==> src/rtl/dmem_lsu_pkg.sv <==
// Shared encodings for the data-memory load/store unit: access sizes,
// controller states and the alignment rule.
package dmem_lsu_pkg;

    localparam int LSU_DATA_WIDTH  = 32;
    localparam int DMEM_ADDR_WIDTH = 10;

    localparam logic [1:0] SZ_BYTE = 2'b00;
    localparam logic [1:0] SZ_HALF = 2'b01;
    localparam logic [1:0] SZ_WORD = 2'b10;

    typedef enum logic [2:0] {
        ST_IDLE,
        ST_RD_ADDR,
        ST_RD_WAIT,
        ST_WR,
        ST_RESP
    } lsu_state_t;

    // True for misaligned halfwords/words and for the reserved size code.
    function automatic logic is_bad_access(input logic [1:0] size, input logic [1:0] lane);
        logic bad;
        case (size)
            SZ_BYTE: bad = 1'b0;
            SZ_HALF: bad = lane[0];
            SZ_WORD: bad = (lane != 2'b00);
            default: bad = 1'b1;
        endcase
        return bad;
    endfunction

endpackage

==> src/rtl/dmem_lsu_lane_align.sv <==
// Combinational lane steering: load extraction/extension and sub-word store
// merge into a 32-bit memory word. Kept standalone so a cache path can reuse it.
module lsu_lane_align
    import dmem_lsu_pkg::*;
(
    input  logic [1:0]  lane,
    input  logic [1:0]  size,
    input  logic        is_unsigned,
    input  logic [31:0] rd_word,
    input  logic [15:0] st_data,
    output logic [31:0] ld_data,
    output logic [31:0] merged_word
);

    logic [31:0] shifted;
    logic [7:0]  byte_v;
    logic [15:0] half_v;

    always_comb begin
        shifted = rd_word >> {lane, 3'b000};
        byte_v  = shifted[7:0];
        half_v  = lane[1] ? rd_word[31:16] : rd_word[15:0];
        case (size)
            SZ_BYTE: ld_data = {{24{~is_unsigned & byte_v[7]}}, byte_v};
            SZ_HALF: ld_data = {{16{~is_unsigned & half_v[15]}}, half_v};
            default: ld_data = rd_word;
        endcase
    end

    // Each byte lane is replaced only when the store covers it; a halfword
    // store feeds its low/high byte to the even/odd lane of the pair.
    genvar gi;
    generate
        for (gi = 0; gi < 4; gi++) begin : g_lane
            logic hit;
            logic [7:0] src;
            assign hit = ((size == SZ_BYTE) && (lane == 2'(gi))) ||
                         ((size == SZ_HALF) && (lane[1] == 1'(gi / 2)));
            assign src = (size == SZ_HALF) ? st_data[8*(gi%2) +: 8] : st_data[7:0];
            assign merged_word[8*gi +: 8] = hit ? src : rd_word[8*gi +: 8];
        end
    endgenerate

endmodule

==> src/rtl/dmem_lsu.sv <==
// Load/store unit driving a word-wide, one-cycle-latency data memory port,
// with read-modify-write for byte and halfword stores.
module dmem_lsu
    import dmem_lsu_pkg::*;
#(
    parameter int DATA_WIDTH  = LSU_DATA_WIDTH,
    parameter int ADDR_WIDTH  = DMEM_ADDR_WIDTH,
    parameter int XADDR_WIDTH = 32
) (
    input  logic                   clk,
    input  logic                   rst,
    input  logic                   req_valid,
    output logic                   req_ready,
    input  logic                   req_we,
    input  logic [1:0]             req_size,
    input  logic                   req_unsigned,
    input  logic [XADDR_WIDTH-1:0] req_addr,
    input  logic [DATA_WIDTH-1:0]  req_wdata,
    output logic                   resp_valid,
    output logic                   resp_err,
    output logic [DATA_WIDTH-1:0]  resp_rdata,
    output logic [ADDR_WIDTH-1:0]  mem_address,
    output logic [DATA_WIDTH-1:0]  mem_write_data,
    output logic                   mem_write_enable,
    input  logic [DATA_WIDTH-1:0]  mem_read_data,
    input  logic                   mem_read_data_valid
);

    lsu_state_t              state_q, state_d;
    logic                    we_q, we_d;
    logic [1:0]              size_q, size_d;
    logic                    uns_q, uns_d;
    logic [1:0]              lane_q, lane_d;
    logic [15:0]             wdata_q, wdata_d;
    logic [ADDR_WIDTH-1:0]   mem_address_q, mem_address_d;
    logic [DATA_WIDTH-1:0]   mem_write_data_q, mem_write_data_d;
    logic                    resp_err_q, resp_err_d;
    logic [DATA_WIDTH-1:0]   resp_rdata_q, resp_rdata_d;

    logic [DATA_WIDTH-1:0]   ld_data;
    logic [DATA_WIDTH-1:0]   merged_word;

    // Address bits above the memory size are deliberately ignored (wrap).
    logic unused_addr_hi;
    assign unused_addr_hi = ^{req_addr[XADDR_WIDTH-1:ADDR_WIDTH+2], req_wdata[DATA_WIDTH-1:16]};

    lsu_lane_align u_align (
        .lane        (lane_q),
        .size        (size_q),
        .is_unsigned (uns_q),
        .rd_word     (mem_read_data),
        .st_data     (wdata_q),
        .ld_data     (ld_data),
        .merged_word (merged_word)
    );

    always_comb begin
        state_d          = state_q;
        we_d             = we_q;
        size_d           = size_q;
        uns_d            = uns_q;
        lane_d           = lane_q;
        wdata_d          = wdata_q;
        mem_address_d    = mem_address_q;
        mem_write_data_d = mem_write_data_q;
        resp_err_d       = resp_err_q;
        resp_rdata_d     = resp_rdata_q;
        case (state_q)
            ST_IDLE: begin
                if (req_valid) begin
                    we_d          = req_we;
                    size_d        = req_size;
                    uns_d         = req_unsigned;
                    lane_d        = req_addr[1:0];
                    wdata_d       = req_wdata[15:0];
                    mem_address_d = req_addr[ADDR_WIDTH+1:2];
                    if (is_bad_access(req_size, req_addr[1:0])) begin
                        resp_err_d = 1'b1;
                        state_d    = ST_RESP;
                    end else if (req_we && (req_size == SZ_WORD)) begin
                        mem_write_data_d = req_wdata;
                        state_d          = ST_WR;
                    end else begin
                        state_d = ST_RD_ADDR;
                    end
                end
            end
            ST_RD_ADDR: state_d = ST_RD_WAIT;
            ST_RD_WAIT: begin
                if (mem_read_data_valid) begin
                    if (we_q) begin
                        mem_write_data_d = merged_word;
                        state_d          = ST_WR;
                    end else begin
                        resp_rdata_d = ld_data;
                        state_d      = ST_RESP;
                    end
                end
            end
            ST_WR: state_d = ST_RESP;
            ST_RESP: begin
                resp_err_d   = 1'b0;
                resp_rdata_d = '0;
                state_d      = ST_IDLE;
            end
            default: state_d = ST_IDLE;
        endcase
    end

    always_ff @(posedge clk) begin
        if (rst) begin
            state_q          <= ST_IDLE;
            we_q             <= 1'b0;
            size_q           <= SZ_BYTE;
            uns_q            <= 1'b0;
            lane_q           <= 2'b00;
            wdata_q          <= '0;
            mem_address_q    <= '0;
            mem_write_data_q <= '0;
            resp_err_q       <= 1'b0;
            resp_rdata_q     <= '0;
        end else begin
            state_q          <= state_d;
            we_q             <= we_d;
            size_q           <= size_d;
            uns_q            <= uns_d;
            lane_q           <= lane_d;
            wdata_q          <= wdata_d;
            mem_address_q    <= mem_address_d;
            mem_write_data_q <= mem_write_data_d;
            resp_err_q       <= resp_err_d;
            resp_rdata_q     <= resp_rdata_d;
        end
    end

    assign req_ready        = (state_q == ST_IDLE);
    assign resp_valid       = (state_q == ST_RESP) && !rst;
    assign mem_write_enable = (state_q == ST_WR) && !rst;
    assign resp_err         = resp_err_q;
    assign resp_rdata       = resp_rdata_q;
    assign mem_address      = mem_address_q;
    assign mem_write_data   = mem_write_data_q;

endmodule
==> config.mk <==
export PLATFORM = sky130hd
export DESIGN_NAME = dmem_lsu
export DESIGN_NICKNAME = d
export VERILOG_FILES = /design/src/rtl/dmem_lsu_pkg.sv /design/src/rtl/dmem_lsu_lane_align.sv /design/src/rtl/dmem_lsu.sv
export SDC_FILE = /design/constraint.sdc
export NUM_CORES = 1
export LEC_CHECK = 0
export ABC_CLOCK_PERIOD_IN_PS = 1700
export BUFFER_PORTS_ARGS = -buffer_cell sky130_fd_sc_hd__buf_2
export CAP_MARGIN = 20
export CORE_ASPECT_RATIO = 0.9
export CORE_MARGIN = 8
export CORE_UTILIZATION = 30
export DETAILED_ROUTE_END_ITERATION = 8
export PLACE_DENSITY = 0.58
export SLEW_MARGIN = 20
export SYNTH_ARGS = -nofsm -noshare
export SYNTH_HDL_FRONTEND = slang
export SYNTH_HIERARCHICAL = 1
export SYNTH_SLANG_ARGS = --single-unit
==> constraint.sdc <==
create_clock -name clk -period 1.7 [get_ports clk]
set_clock_uncertainty 0.2 [all_clocks]
set_input_delay 0 -clock clk [delete_from_list [all_inputs] [get_ports clk]]
set_output_delay 0 -clock clk [all_outputs]
set_load 0.02 [all_outputs]
Word level (Yosys, flattened, before mapping)
Cells that the tools add are included.
{"block": "classes", "n_shift": 1, "mux": 28, "eq_ne": 17, "bitwise": 4, "reduce_logical": 27}
{"op": "$mux 32", "count": 7}
{"op": "$pmux 32 s2", "count": 3}
{"op": "$mux 8", "count": 5}
{"op": "$shr 32x5->8", "count": 1}
{"op": "$mux 16", "count": 1}
{"op": "$mux 3", "count": 4}
{"op": "$pmux 3 s4", "count": 1}
{"op": "$ne 2x2->1 const B", "count": 5}
{"op": "$logic_and 1x1->1", "count": 9}
{"op": "$reduce_bool 2->1", "count": 4}
{"op": "$eq 2x1->1 const B", "count": 3}
{"op": "$eq 2x2->1 const B", "count": 3}
{"op": "$eq 3x2->1 const B", "count": 2}
{"op": "$logic_not 2->1", "count": 3}
{"op": "$reduce_and 3->1", "count": 2}
{"op": "$reduce_and 6->1", "count": 1}
{"op": "$logic_or 1x1->1", "count": 4}
{"op": "$mux 1", "count": 4}
{"op": "$ne 2x1->1 const B", "count": 2}
{"op": "$reduce_and 2->1", "count": 2}
{"op": "$eq 3x1->1 const B", "count": 1}
{"op": "$eq 3x3->1 const B", "count": 1}
{"op": "$logic_not 3->1", "count": 1}
{"op": "$pmux 1 s3", "count": 1}
{"op": "5 further kinds", "count": 7}
{"block": "word_totals", "ff_bits": 100, "output_inout_bits": 78, "wordCells": 87, "inputBits": 104}

Depth between registers and ports, before layout
{"block": "logic_depth", "word_depth": 7, "depth_mapped": 9}

Cells and area by module
The synthesis kept the hierarchy.
{"mod": "dmem_lsu", "area_each_um2": 4396.7, "instances": 1, "cells_each": 523, "seq_area_each_um2": 2001.9}
{"mod": "lsu_lane_align", "area_each_um2": 1422.6, "instances": 1, "cells_each": 175, "seq_area_each_um2": 0.0}

Worst setup path before layout
No wires, ideal clock.
{"block": "synth_path", "path_kind": "register to register", "start": "register size_q[0]", "end": "register mem_write_data_q[10] (netlist: mem_write_data[10])", "arrival_time_ns": 1.588, "path_slack_ns": -0.220, "stages_incl_launch_ff": 9, "t_required_ns": 1.368, "cell_sequence": "dfxtp_1 -> buf_4 -> nor2b_1 -> buf_2 -> mux2_1 -> mux2_2 -> mux2i_1 -> or4_1 -> o21ai_0"}
{"block": "synth_between", "elab_chain_cells": 7}
{"element": "start, declared", "line_no": "dmem_lsu.sv:31", "rtl": "logic [1:0] size_q, size_d;"}
{"element": "start signal, assigned", "line_no": "dmem_lsu.sv:125", "rtl": "size_q <= size_d;"}
{"element": "$eq 2x1->1 or $logic_not 2->1 (tied branches)", "line_no": "dmem_lsu_lane_align.sv:38, dmem_lsu_lane_align.sv:39, dmem_lsu_lane_align.sv:37"}
{"element": "$logic_and 1x1->1, on equally long branches", "line_no": "dmem_lsu_lane_align.sv:38, dmem_lsu_lane_align.sv:37"}
{"element": "$logic_or 1x1->1", "line_no": "dmem_lsu_lane_align.sv:37", "rtl": "assign hit = ((size == SZ_BYTE) && (lane == 2'(gi))) ||"}
{"element": "$mux 8 *", "line_no": "dmem_lsu_lane_align.sv:40", "rtl": "assign merged_word[8*gi +: 8] = hit ? src : rd_word[8*gi +: 8];"}
{"element": "via merged_word[10]", "line_no": "dmem_lsu.sv:41", "rtl": "logic [DATA_WIDTH-1:0] merged_word;"}
{"element": "$mux 32 *", "line_no": "dmem_lsu.sv:91", "rtl": "if (we_q) begin"}
{"element": "$mux 32 *", "line_no": "dmem_lsu.sv:90", "rtl": "if (mem_read_data_valid) begin"}
{"element": "$pmux 32 s2 *", "line_no": "dmem_lsu.sv:68", "rtl": "case (state_q)"}
{"element": "end signal, assigned", "line_no": "dmem_lsu.sv:130", "rtl": "mem_write_data_q <= mem_write_data_d;"}
{"element": "end, declared", "line_no": "dmem_lsu.sv:36", "rtl": "logic [DATA_WIDTH-1:0] mem_write_data_q, mem_write_data_d;"}
The timed path passes the listed nets; every way through them passes the cells marked *. The select of a mux whose other input is x is not followed.
A chain may end at the register's enable or synchronous reset.

Final worst setup path
{"block": "layout_path", "start": "register size_q[0]", "end": "register mem_write_data_q[15] (netlist: mem_write_data[15])"}
The elaborated chain is that of the path after synthesis.

==> run summary <==
Run status - finished with violations
Failing checks - setup timing
Min-delay src - mem_read_data[27]
Die Span Y - 148 µm
Setup TNS - -13.67 ns
Simple-gate portion of the synthesized area - 0.243
Slew HR - 0.680
WHS Path Cells - 6
Nature of the critical path endpoint - flip-flop
CP max FO - 7
Final #Nets - 1,071
Core region area - 19,100 µm²
All-Layer GR Usage - 0.181
Die width - 163 µm
Cell area after synthesis - 5820 µm²
CP bufs+invs - 1
Min-Delay Path Class - input port to flip-flop
Post-synthesis async set-or-reset flop share - 0
Reg-to-Reg End - mem_write_data[15]$_SDFFE_PP0P_
Cells along the critical path - nor2b_4 > buf_8 > mux2_4 > mux2_2 > mux2i_2 > or4_1 > o21ai_0
Adder-cell share of the synthesized area - 0
Top-area cell type share of the netlist area - 0.344
Yosys warns - 6
Antenna violations before repair - 5
Initial Util - 0.305
Fin. Hold Viols - 0
Syn avg cell area - 8.34 µm²
First drt pass iteration count - 5
Primary FF master, synth - dfxtp_1
Unrepaired setup endpoints after global routing - yes
FF+latch count, synth - 100
Complex-gate fraction of the synthesized area - 0.188
Cell row count - 48
Die footprint - 24,100 µm²
Net Sw Power - 2.47 mW
Pleak - 3.96 nW
F_max - 503 MHz
Post-route DRC - 0
Clk buf depth - 2
XOR/XNOR Fraction of Synth Area - 0
Area leader, netlist - dfxtp_1
Clock Sinks - 100
Top delay family on crit path - multiplexers
Portion of netlist area occupied by mux cells - 0.157
EDFF count, synth - 0
Post-Syn Instances - 698
Worst EP arrival - 2.04 ns
Slew Viols, Final - 0
Part of the power in the clock network - 0.280
Setup violators final - 64
Htree depth - 3
Final hold slack - 0.0135 ns
Crit-path max cell delay - 0.39 ns
Worst-Skew Late Latency - 0.37 ns
Sw frac - 0.335
First-pass GRT wire length - 34.3 mm
Worst R2R Start - size_q[0]$_SDFFE_PP0P_
Root Driver - clkbuf_16
PortBufs - 161
Worst-Margin Slew - 0.480 ns
Startpoint Class - flip-flop
Area grow syn2layout - 57.1%
Largest cells by area after synthesis - dfxtp_1, nand2_1, mux2i_1, mux2_2, nor2b_1
Final Cycle Share - 1.17
Gr ovfl total - 0
PnR worst setup slack - -0.286 ns
R2r worst-path depth - 7
Reg clk slew, reported paths - 0.07 ns
Number of global-route vias before repair - 6,072
Final wirelength - 22.8 mm
Fillers - 1,849
Worst endpoint required time - 1.76 ns
Mapped Nets - 802
Power per cell area - 805 nW/µm²
Largest family of logic cells by synthesized area - simple AND/OR/NAND/NOR gates
Hold endpoint - resp_rdata[27]$_SDFFE_PP0P_
R2r setup slk - -0.29 ns
Slowest-stage cell, CP - dfxtp_4
RePlAce Congestion - 0.859
Detailed Place HPWL - 16.1 mm
Initial DRC count - 425
TritonCTS clock tree - built
Post-DRT Antenna Nets - 0
DR vias - 6,130
Peak supply drop - 0.000501 V
Crit path kind - flip-flop to flip-flop
WL/cell - 18.6 µm
Fin crit period - 1.99 ns
Post-synth cell types - 49
Internal - 4.90 mW
Total I/O pin count - 182
Max cap viols - 0
Gate power share - 0.365
Layout cells sized above 1 - 0.424
Largest net degree at the start of global routing - 43
Reg power frac - 0.355
Vias/cell - 5.00
CTS Buf Count - 9
Register area share after synthesis - 0.344
cell usage after synthesis (7+ instances only):
library cell and count:
o211ai_2 19, buf_2 10, a221o_1 8, and3_1 8, mux2_2 32, buf_4 9
or4_1 12, mux2_1 8, inv_1 24, nand2_1 131, and3b_1 9, dfxtp_1 100
mux2i_1 46, a21oi_1 38, o21ai_1 7, a211o_1 21, o32ai_1 21, nor2b_1 40
nor2_1 40, nand2b_1 16, clkbuf_1 39, o21ai_0 13
per-layer routing:
| layer | part of all wire | routed length (µm) | track usage |
|---|---|---|---|
| met5 | 0.00044 | 10 | 0 |
| met3 | 0.070 | 1600 | 0.0495 |
| met4 | 0.027 | 604 | 0.0669 |
| met2 | 0.46 | 10400 | 0.282 |
| met1 | 0.44 | 10100 | 0.234 |
registers in the layout, indices dropped and copies added (netlist names):
name	count
lane_q	2
mem_address	10
mem_write_data	32
resp_err	1
resp_rdata	32
size_q	2
state_q	3
uns_q	1
wdata_q	16
we_q	1
cells by family after synthesis:
kind of cell | after synthesis
AO/OA/AOI/OAI | 142
buffers and inverters | 86
flip-flops | 100
multiplexers | 86
AND/OR/NAND/NOR | 284
tightest hold or removal path: cells and delay by family:
kind | cells | cell delay (ns)
buffers and inverters | 1 | 0.12
AO/OA/AOI/OAI | 1 | 0.06
multiplexers | 1 | 0.09
AND/OR/NAND/NOR | 3 | 0.28
through the flow:
stage	util	setup WS, ns	std cells	total power [mW]	instance area, µm²
final	0.479	-0.286	1225	7.36	9140
after global routing	0.479	-0.363	1225	7.71	9140
after CTS	0.461	-0.279	1212	7.22	8800
after detailed placement	0.387	-0.405	1120	4.76	7400
after global placement	0.387	-0.364	1120	4.75	7400
after floorplan	-	-0.158	698	3.98	5920
cell usage in the layout (no fill, tap or decap), drive strengths merged, types with 10 or more instances in the layout:
master | synthesis | final
a211o | 21 | 21
a21oi | 39 | 39
buf | 22 | 258
clkbuf | 39 | 10
dfxtp | 100 | 100
dlygate4sd3 | 0 | 58
inv | 25 | 28
mux2 | 40 | 40
mux2i | 46 | 46
nand2 | 131 | 131
nand2b | 16 | 16
nor2 | 42 | 42
nor2b | 40 | 40
o211ai | 24 | 24
o21ai | 20 | 20
o32ai | 21 | 21
or4 | 12 | 13
area by class of cell:
class / count / area (µm²) / share of cell area
multi-input cells: 513 / 3900 / 0.427
repair buffers: 318 / 2510 / 0.275
flip-flops and latches: 100 / 2020 / 0.221
well taps: 250 / 313 / 0.0342
clock buffers: 9 / 225 / 0.0246
inverters: 25 / 101 / 0.0111
clock inverters: 7 / 60.1 / 0.00657
diodes: 3 / 7.51 / 0.000821
power by group through the flow:
stage          sequential (mW)  clock [mW]  combinational (mW)
3_5_place_dp              2.65           0                2.11
3_3_place_gp              2.65           0                2.10
2_1_floorplan             2.75           0                1.23
6_report                  2.61        2.06                2.69
4_1_cts                   2.61        2.12                2.50
5_1_grt                   2.63        2.20                2.87
how the worst max path moves through the flow:
stage	startpoint	to	slack, ns	depth (start not counted)
CTS	lane_q[1]$_SDFFE_PP0P_	resp_rdata[28]$_SDFFE_PP0P_	-0.28	7
global route	size_q[0]$_SDFFE_PP0P_	mem_write_data[15]$_SDFFE_PP0P_	-0.36	7
global placement	size_q[1]$_SDFFE_PP0P_	mem_write_data[24]$_SDFFE_PP0P_	-0.36	7
finish	size_q[0]$_SDFFE_PP0P_	mem_write_data[15]$_SDFFE_PP0P_	-0.29	7
detailed placement	size_q[1]$_SDFFE_PP0P_	mem_write_data[24]$_SDFFE_PP0P_	-0.40	7
floorplan	size_q[0]$_SDFFE_PP0P_	mem_write_data[10]$_SDFFE_PP0P_	-0.16	8
what timing repair did:
item,in CTS,in global routing
hold buffers,58,0
resized for setup,92,54
hold endpoints to repair,74,0
setup buffers,14,9
setup endpoints to repair,64,86
gates cloned,4,1
pin swaps,29,19
Note: power is estimated with default switching activity, not from simulation.
